**src/rtl/task_arb_pkg.sv**
```systemverilog
`default_nettype none
// +-----------------------------------------------------------------------------+
// | task_arb_pkg: shared state encoding and width helper for the answer arbiter |
// | Revision: 1.0                                                               |
// +-----------------------------------------------------------------------------+
package task_arb_pkg;

   typedef enum logic [1:0] {
      s_IDLE    = 2'd0,
      s_GRANT   = 2'd1,
      s_STREAM  = 2'd2,
      s_RELEASE = 2'd3
   } task_arb_state_e;

   function automatic int clog2_min1(input int value);
      return (value <= 2) ? 1 : $clog2(value);
   endfunction

endpackage

`default_nettype wire

```
**src/rtl/task_rr_pick.sv**
```systemverilog
`default_nettype none
// +-----------------------------------------------------------------------------+
// | task_rr_pick: round-robin priority encoder, first set req scanning from ptr |
// | Revision: 1.0                                                               |
// +-----------------------------------------------------------------------------+
module task_rr_pick
   import task_arb_pkg::*;
#(
   parameter int NUM_REQ = 4,
   parameter int IW      = clog2_min1(NUM_REQ)
) (
   input  logic [NUM_REQ-1:0] req,
   input  logic [IW-1:0]      ptr,
   output logic               any,
   output logic [IW-1:0]      idx
);

   logic [NUM_REQ-1:0] rot;
   logic [IW-1:0]      off;
   logic [IW:0]        sum;

   // Rotate so ptr lands at bit 0, find the lowest set bit, then rotate the index back.
   always_comb begin
      rot = NUM_REQ'({req, req} >> ptr);
      any = |req;
      off = '0;
      for (int i = NUM_REQ - 1; i >= 0; i--) begin
         if (rot[i]) off = IW'(i);
      end
      sum = {1'b0, ptr} + {1'b0, off};
      idx = (sum >= (IW+1)'(NUM_REQ)) ? IW'(sum - (IW+1)'(NUM_REQ)) : sum[IW-1:0];
   end

endmodule

`default_nettype wire

```
**src/rtl/task_answer_arbiter.sv**
```systemverilog
`default_nettype none
// +-----------------------------------------------------------------------------+
// | task_answer_arbiter: round-robin sharing of the task-manager answer channel |
// | Revision: 1.0                                                               |
// +-----------------------------------------------------------------------------+
module task_answer_arbiter
   import task_arb_pkg::*;
#(
   parameter int NUM_REQ        = 4,
   parameter int DATA_WIDTH     = 8,
   parameter int SIZE_WIDTH     = 12,
   parameter int TIMEOUT_CYCLES = 1024
) (
   input  logic                           i_clk,
   input  logic                           i_rst,
   input  logic [NUM_REQ-1:0]             i_req_ready,
   input  logic [NUM_REQ*DATA_WIDTH-1:0]  i_req_data,
   input  logic [NUM_REQ-1:0]             i_req_last,
   input  logic [NUM_REQ*SIZE_WIDTH-1:0]  i_req_size,
   output logic [NUM_REQ-1:0]             o_req_mgr_ready,
   input  logic                           i_tmanager_ready,
   output logic                           o_tanswer_ready,
   output logic [DATA_WIDTH-1:0]          o_tdata,
   output logic                           o_tanswer_data_last,
   output logic [SIZE_WIDTH-1:0]          o_packet_size_in_bytes,
   output logic [$clog2(NUM_REQ)-1:0]     o_grant_id,
   output logic                           o_busy,
   output logic                           o_timeout
);

   localparam int IW = clog2_min1(NUM_REQ);
   localparam int CW = clog2_min1(TIMEOUT_CYCLES + 1);

   task_arb_state_e       state;
   task_arb_state_e       state_nxt;
   logic [IW-1:0]         grant;
   logic [IW-1:0]         rr_ptr;
   logic [IW-1:0]         pick_idx;
   logic                  pick_any;
   logic [SIZE_WIDTH-1:0] size_q;
   logic [CW-1:0]         cnt;
   logic                  timeout_q;

   logic [DATA_WIDTH-1:0] data_arr [NUM_REQ];
   logic [SIZE_WIDTH-1:0] size_arr [NUM_REQ];

   for (genvar k = 0; k < NUM_REQ; k++) begin : g_unpack
      assign data_arr[k] = i_req_data[k*DATA_WIDTH +: DATA_WIDTH];
      assign size_arr[k] = i_req_size[k*SIZE_WIDTH +: SIZE_WIDTH];
   end

   logic sel_ready;
   logic sel_last;
   logic wd_fire;

   assign sel_ready = i_req_ready[grant];
   assign sel_last  = i_req_last[grant];
   // Last wins over the watchdog; a dropped ready is an abort, not a timeout.
   assign wd_fire   = (state == s_STREAM) && sel_ready && !sel_last &&
                      (cnt == CW'(TIMEOUT_CYCLES - 1));

   task_rr_pick #(
      .NUM_REQ (NUM_REQ),
      .IW      (IW)
   ) u_pick (
      .req (i_req_ready),
      .ptr (rr_ptr),
      .any (pick_any),
      .idx (pick_idx)
   );

   always_ff @(posedge i_clk) begin
      if (i_rst) state <= s_IDLE;
      else       state <= state_nxt;
   end

   always_comb begin
      state_nxt = state;
      case (state)
         s_IDLE:    if (pick_any) state_nxt = s_GRANT;
         s_GRANT:   state_nxt = s_STREAM;
         s_STREAM:  if (sel_last || !sel_ready || wd_fire) state_nxt = s_RELEASE;
         s_RELEASE: state_nxt = s_IDLE;
         default:   state_nxt = s_IDLE;
      endcase
   end

   always_ff @(posedge i_clk) begin
      if (i_rst) begin
         grant     <= '0;
         rr_ptr    <= '0;
         size_q    <= '0;
         cnt       <= '0;
         timeout_q <= 1'b0;
      end else begin
         timeout_q <= wd_fire;
         case (state)
            s_IDLE:    if (pick_any) grant <= pick_idx;
            s_GRANT: begin
               size_q <= size_arr[grant];
               cnt    <= '0;
            end
            s_STREAM:  if (cnt != {CW{1'b1}}) cnt <= cnt + CW'(1);
            s_RELEASE: rr_ptr <= (grant == IW'(NUM_REQ - 1)) ? '0 : grant + IW'(1);
            default: ;
         endcase
      end
   end

   always_comb begin
      o_req_mgr_ready        = '0;
      o_tanswer_ready        = 1'b0;
      o_tdata                = '0;
      o_tanswer_data_last    = 1'b0;
      o_packet_size_in_bytes = '0;
      o_busy                 = (state == s_GRANT) || (state == s_STREAM);
      o_grant_id             = grant;
      o_timeout              = timeout_q;
      if (state == s_STREAM) begin
         o_tanswer_ready        = sel_ready;
         o_tdata                = data_arr[grant];
         o_tanswer_data_last    = sel_last;
         o_packet_size_in_bytes = size_q;
         o_req_mgr_ready[grant] = i_tmanager_ready;
      end
   end

endmodule

`default_nettype wire

```
**config.mk**
```make
export PLATFORM = sky130hd
export DESIGN_NAME = task_answer_arbiter
export DESIGN_NICKNAME = d
export VERILOG_FILES = /design/src/rtl/task_arb_pkg.sv /design/src/rtl/task_rr_pick.sv /design/src/rtl/task_answer_arbiter.sv
export SDC_FILE = /design/constraint.sdc
export NUM_CORES = 1
export LEC_CHECK = 0
export ABC_AREA = 1
export BUFFER_PORTS_ARGS = -buffer_cell sky130_fd_sc_hd__buf_2
export CORE_ASPECT_RATIO = 1.4
export CORE_UTILIZATION = 46
export CTS_CLUSTER_DIAMETER = 60
export DETAILED_ROUTE_END_ITERATION = 12
export GPL_TIMING_DRIVEN = 0
export PLACE_DENSITY_LB_ADDON = 0.3
export SLEW_MARGIN = 40
export SYNTH_ARGS = -nofsm -noshare
export SYNTH_HDL_FRONTEND = slang
export SYNTH_HIERARCHICAL = 1
export SYNTH_SLANG_ARGS = --single-unit
```
**constraint.sdc**
```tcl
create_clock -name i_clk -period 2.3 [get_ports i_clk]
set_input_delay 0.345 -clock i_clk [delete_from_list [all_inputs] [get_ports i_clk]]
set_output_delay 0.345 -clock i_clk [all_outputs]
set_load 0.01 [all_outputs]
```
# Word-level counts from Yosys, hierarchy flattened
# Index checks and enable logic that the tools add are counted.
# totals
input_bits,91
reg_bits,30
wordCells,69
output_inout_bits,30
# op_classes
n_bitwise,2
n_addsub,4
shifts,1
reduce_logical,15
magnitude_cmp,4
n_eq_ne,9
n_mux,28
# op_table
cell,count
$mux 12,3
$bmux 12 s2,1
$mux 8,3
$pmux 11 s2,1
$bmux 8 s2,1
$mux 2,8
$add 11x1->11 const B,1
$eq 11x10->1 const B,1
$mux 11,1
$ne 11x11->1 const B,1
$pmux 2 s4,1
$shr 8x2->4,1
$eq 2x2->1 const B,3
$ge 3x3->1 const B,2
$ne 2x2->1 const B,3
$reduce_and 2->1,3
$mux 1,5
$and 4x4->4,1
$bmux 1 s2,2
$logic_and 1x1->1,4
$mux 4,1
$reduce_or 4->1,1
$add 2x2->3,1
$logic_or 1x1->1,3
other kinds (10),11

# Logic depth before layout (Yosys ltp)
# depth
ltp_word,8
mapped_depth,13
mapped_depth_nobuf,13

# Modules after synthesis
# Netlist, hierarchy kept.
# modules_own_cells
module,cells_per_inst,area_each_um2,seq_area_each_um2,instances
task_answer_arbiter,382,2240.9,600.6,1
task_rr_pick,35,167.7,0.0,1

# Least setup slack after synthesis
# No wires, ideal clock.
# synth_timing
path_kind,register -> register
start,register rr_ptr[0]
end,register grant[1] (netlist: o_grant_id[1])
path_buffers,0
path_stages_with_launch,14
setup_slack_ns,0.618
setup_ns,0.135
t_arrival_ns,1.547
period_less_slack_ns,1.682
t_required_ns,2.165
cell_sequence,dfxtp_1 -> inv_2 -> nand2_1 -> nand3_1 -> nand2_1 -> nand3_1 -> a21boi_1 -> ha_1 -> xor2_1 -> inv_1 -> nand3_1 -> nand2_1 -> o21ai_0 -> a21oi_1
# synth_via
elab_chain_cells,8
elab_cells_between_ends,9
classes_between,2 x add/sub; 1 x order compare; 1 x shift; 5 x mux
# synth_rtl
item,line_no,source
start: declaration,task_answer_arbiter.sv:37,logic [IW-1:0] rr_ptr;
start signal: assignment,task_answer_arbiter.sv:104,s_RELEASE: rr_ptr <= (grant == IW'(NUM_REQ - 1)) ? '0 : grant + IW'(1);
$shr 8x2->4,task_rr_pick.sv:24,"rot = NUM_REQ'({req, req} >> ptr);"
$mux 2 (4 in a row),task_rr_pick.sv:28,if (rot[i]) off = IW'(i);
$add 2x2->3 *,task_rr_pick.sv:30,"sum = {1'b0, ptr} + {1'b0, off};"
$ge 3x3->1 / $sub 2x1->2 (equally long branches),task_rr_pick.sv:31,idx = (sum >= (IW+1)'(NUM_REQ)) ? IW'(sum - (IW+1)'(NUM_REQ)) : sum[IW-1:0];
$mux 2 *,task_rr_pick.sv:31,
named net pick_idx[1],task_answer_arbiter.sv:38,logic [IW-1:0] pick_idx;
end signal: assignment,task_answer_arbiter.sv:98,s_IDLE: if (pick_any) grant <= pick_idx;
end: declaration,task_answer_arbiter.sv:36,logic [IW-1:0] grant;
# Mark *: on every way through the listed nets, which the timed path passes. The rest lies on a longest branch.
# A chain may end at the register's enable or synchronous reset.

# Final worst setup path
# layout_timing
start,register grant[1] (netlist: o_grant_id[1])
end,output o_req_mgr_ready[0]
# layout_via
elab_chain_cells,6
elab_cells_between_ends,7
classes_between,2 x order compare; 3 x mux; 1 x bitwise; 1 x reduce/logical
# layout_rtl
item,line_no,source
$lt 2x3->1 (implied by the code) / $ge 2x1->1 (equally long branches),task_answer_arbiter.sv:124,o_req_mgr_ready[grant] = i_tmanager_ready;
$logic_and 1x1->1 (implied by the code),task_answer_arbiter.sv:124,
$mux 1 (implied by the code),task_answer_arbiter.sv:124,
$demux 1 s2 *,task_answer_arbiter.sv:124,
$and 4x4->4 (no source line) *,-,
$mux 4 *,task_answer_arbiter.sv:119,if (state == s_STREAM) begin
end: declaration,task_answer_arbiter.sv:20,"output logic [NUM_REQ-1:0] o_req_mgr_ready,"
# Every way passes the cells marked *; elsewhere a longest branch is shown, timed or not.

==> run_results.csv <==
group,metric,value,unit
outcome,status,"completed",
sta,fin_hold_ws,0.4541,ns
final_layout,antenna_cells,0,
sta,final-hold-violation-count,0,
global_route,antenna_found_initial,0,
cts,cts_root_buf,"clkbuf_8",
worst_setup_path,rr_worst_depth,13,
placed_design,io_buffers,120,
yosys,yosysSeqAreaShare,0.2494,
hold_path,min_path_cells,5,
cts,post_cts_resized,0,
yosys,synth_seq_cells,30,
route,routed_wl,7.087,mm
sta,timing.final.ws_setup,0.1691,ns
route,drcViolationCount,0,
global_route,grt_pass1_vias,2777,
final_layout,fill_cells,499,
route,num_vias,3066,
floorplanning,dieArea,5533,sq um
yosys,syn_inst,417,
sta,setup_viol,0,
floorplanning,rows,30,
worst_setup_path,crit_fanout,11,
sta,fmax,469.3,MHz
placed_design,dp_slack,0.4438,ns
cts,clk_pin_slew,0.06,ns
power,p_leak,1.744,nW
worst_setup_path,worstPathRequired,1.96,ns
sta,slew_headroom,0.6871,
global_route,grt_overflow,0,
yosys,synth_edf_count,0,
global_route,grt_max_degree,12,
route,first_iter_violations,160,
floorplanning,start_util,0.4861,
yosys,syn_area,2409,sq um
yosys,synthArstFlopShare,0,
power,powerDensity,998.9,nW/um^2
cts,cts.htree.levels,2,
sta,rsz0062_at_grt,"no",
final_layout,multi_input_area,1503,sq um
route,drtAntennaViolNets,0,
worst_setup_path,cp-start-kind,"register",
placed_design,dp_hpwl,5.674,mm
worst_setup_path,crit_type,"register to output port",
worst_setup_path,crit_arrival,1.79,ns
cts,cts_num_sinks,30,
floorplanning,ios,121,
cts,cts_tree,"yes",
cts,hold_buffers,0,
floorplanning,core-area,4955,sq um
route,dr.pass1.iters,7,
placed_design,place_congestion,0.8783,
sta,period_share,0.9265,
yosys,synth_nets,518,
cts,worst_skew_pair.late_latency,0.28,ns
sta,drv_slew,0,
route,wl_per_cell,11.66,um
route,routed_via_density,5.043,
global_route,grt_pass1_wl,11.51,mm
final_layout,final_util,0.6394,
cts,clock_path_buffers,2,
final_layout,seq_area,600.6,sq um
final_layout,drive_above_1_share,0.2776,
cts,cts-buffers-inserted,5,
cts,cts_setup_buffers,0,
yosys,synth_cell_type_count,32,
worst_setup_path,crit_path_end_kind,"output port",
sta,min_period,2.131,ns
yosys,syn_area_per_cell,5.776,sq um
final_layout,syn2layout_area_growth,31.53,%
final_layout,layout.nets,645,
yosys,synthFlopType,"dfxtp_1",
hold_path,worst_hold_path_type,"input pin to register",
job,max_cap_violations,0,
sta,finClkSkew,0.007908,ns
global_route,track_usage,0.2620,
floorplanning,die-height,87.62,um
floorplanning,die_x,63.16,um
power,vdd_ir_drop_max,0.5955,mV
yosys,synth_warnings,6,
sta,worstMarginPinSlew,0.4693,ns
sta,fin_tns_setup,0,ns
[logic make-up (layout without fill, tap and decap cells)]
| logic type | after synthesis | in the layout | share of synthesized area |
|---|---|---|---|
| xor+xnor | 1 | 1 | 0.003637 |
| fa+ha+maj | 10 | 10 | 0.05195 |
| simple gates | 204 | 204 | 0.3527 |
| flops | 30 | 30 | 0.2494 |
| compound gates | 99 | 99 | 0.2156 |
| buf+inv | 73 | 200 | 0.1268 |
[final cells by class]
cell class / count / area share
multi-input cells: 314 / 0.4743
plain buffers: 21 / 0.03318
flip-flops and latches: 30 / 0.1896
well taps: 64 / 0.02528
clock inverters: 2 / 0.003160
repair buffers: 120 / 0.1896
inverters: 52 / 0.06319
clock buffers: 5 / 0.02172
[synthesized netlist by cell type (3+ instances only)]
master | n | area share
inv_2 | 4 | 0.0062
inv_1 | 46 | 0.072
dfxtp_1 | 30 | 0.25
o21ai_1 | 3 | 0.0062
buf_2 | 6 | 0.012
a21oi_1 | 24 | 0.050
o21ai_0 | 57 | 0.12
nand2_1 | 67 | 0.10
nor2_1 | 99 | 0.15
clkbuf_1 | 10 | 0.016
nand2_2 | 3 | 0.0078
nand3_1 | 24 | 0.050
ha_1 | 10 | 0.052
o22ai_1 | 12 | 0.031
[power breakdown]
part	total [mW]	switching, mW	internal, mW
Clock	0.396	0.193	0.203
Sequential	0.783	0.122	0.661
Combinational	1.99	1.28	0.707
Total	3.16	1.59	1.57
[critical path: stages, from the launching register on]
cell     delay [ns]
dfxtp_1        0.41
inv_1          0.20
buf_1          0.40
ha_1           0.23
inv_1          0.04
nor2_1         0.09
buf_2          0.13
[final timing paths]
check / from / endpoint / slack [ns]
setup / recovery: o_grant_id[1] / o_req_mgr_ready[0] / 0.17
hold / removal: i_req_size[3] / size_q[3] / 0.45
setup reg to reg: rr_ptr[0] / o_grant_id[1] / 0.40
hold reg to reg: cnt[3] / cnt[3] / 0.48
[per-stage QoR]
stage / std cells / power [mW] / area (sq um)
finish: 608 / 3.165 / 3168
floorplan: 417 / 2.170 / 2409
detailed placement: 601 / 2.763 / 3089
CTS: 608 / 3.163 / 3168
global route: 608 / 3.482 / 3168
global placement: 601 / 2.732 / 3089
[flip-flops by register name, indices dropped and copies added, names as in the netlist]
signal,cells
cnt,11
o_grant_id,2
o_timeout,1
rr_ptr,2
size_q,12
state,2
[placed cells by master (no fill, tap or decap), types with 3 or more instances in the layout]
cell type | Yosys | final
inv_1 | 46 | 46
dfxtp_1 | 30 | 30
ha_1 | 10 | 10
clkbuf_8 | 0 | 5
a21oi_1 | 24 | 24
o21ai_1 | 3 | 3
o22ai_1 | 12 | 12
inv_2 | 4 | 4
clkbuf_1 | 10 | 10
o21ai_0 | 57 | 57
nand3_1 | 24 | 24
nor2_1 | 99 | 99
nand2_1 | 67 | 67
buf_2 | 6 | 126
nand2_2 | 3 | 3
[routing by layer]
layer	part of all wire	up-vias	GRT usage
met5	0	-	0
met4	0.016	0	0.1036
met3	0.076	10	0.05990
met2	0.52	143	0.5083
met1	0.39	1324	0.2678
li1	-	1589	-
Note: power is estimated with default switching activity, not from simulation.
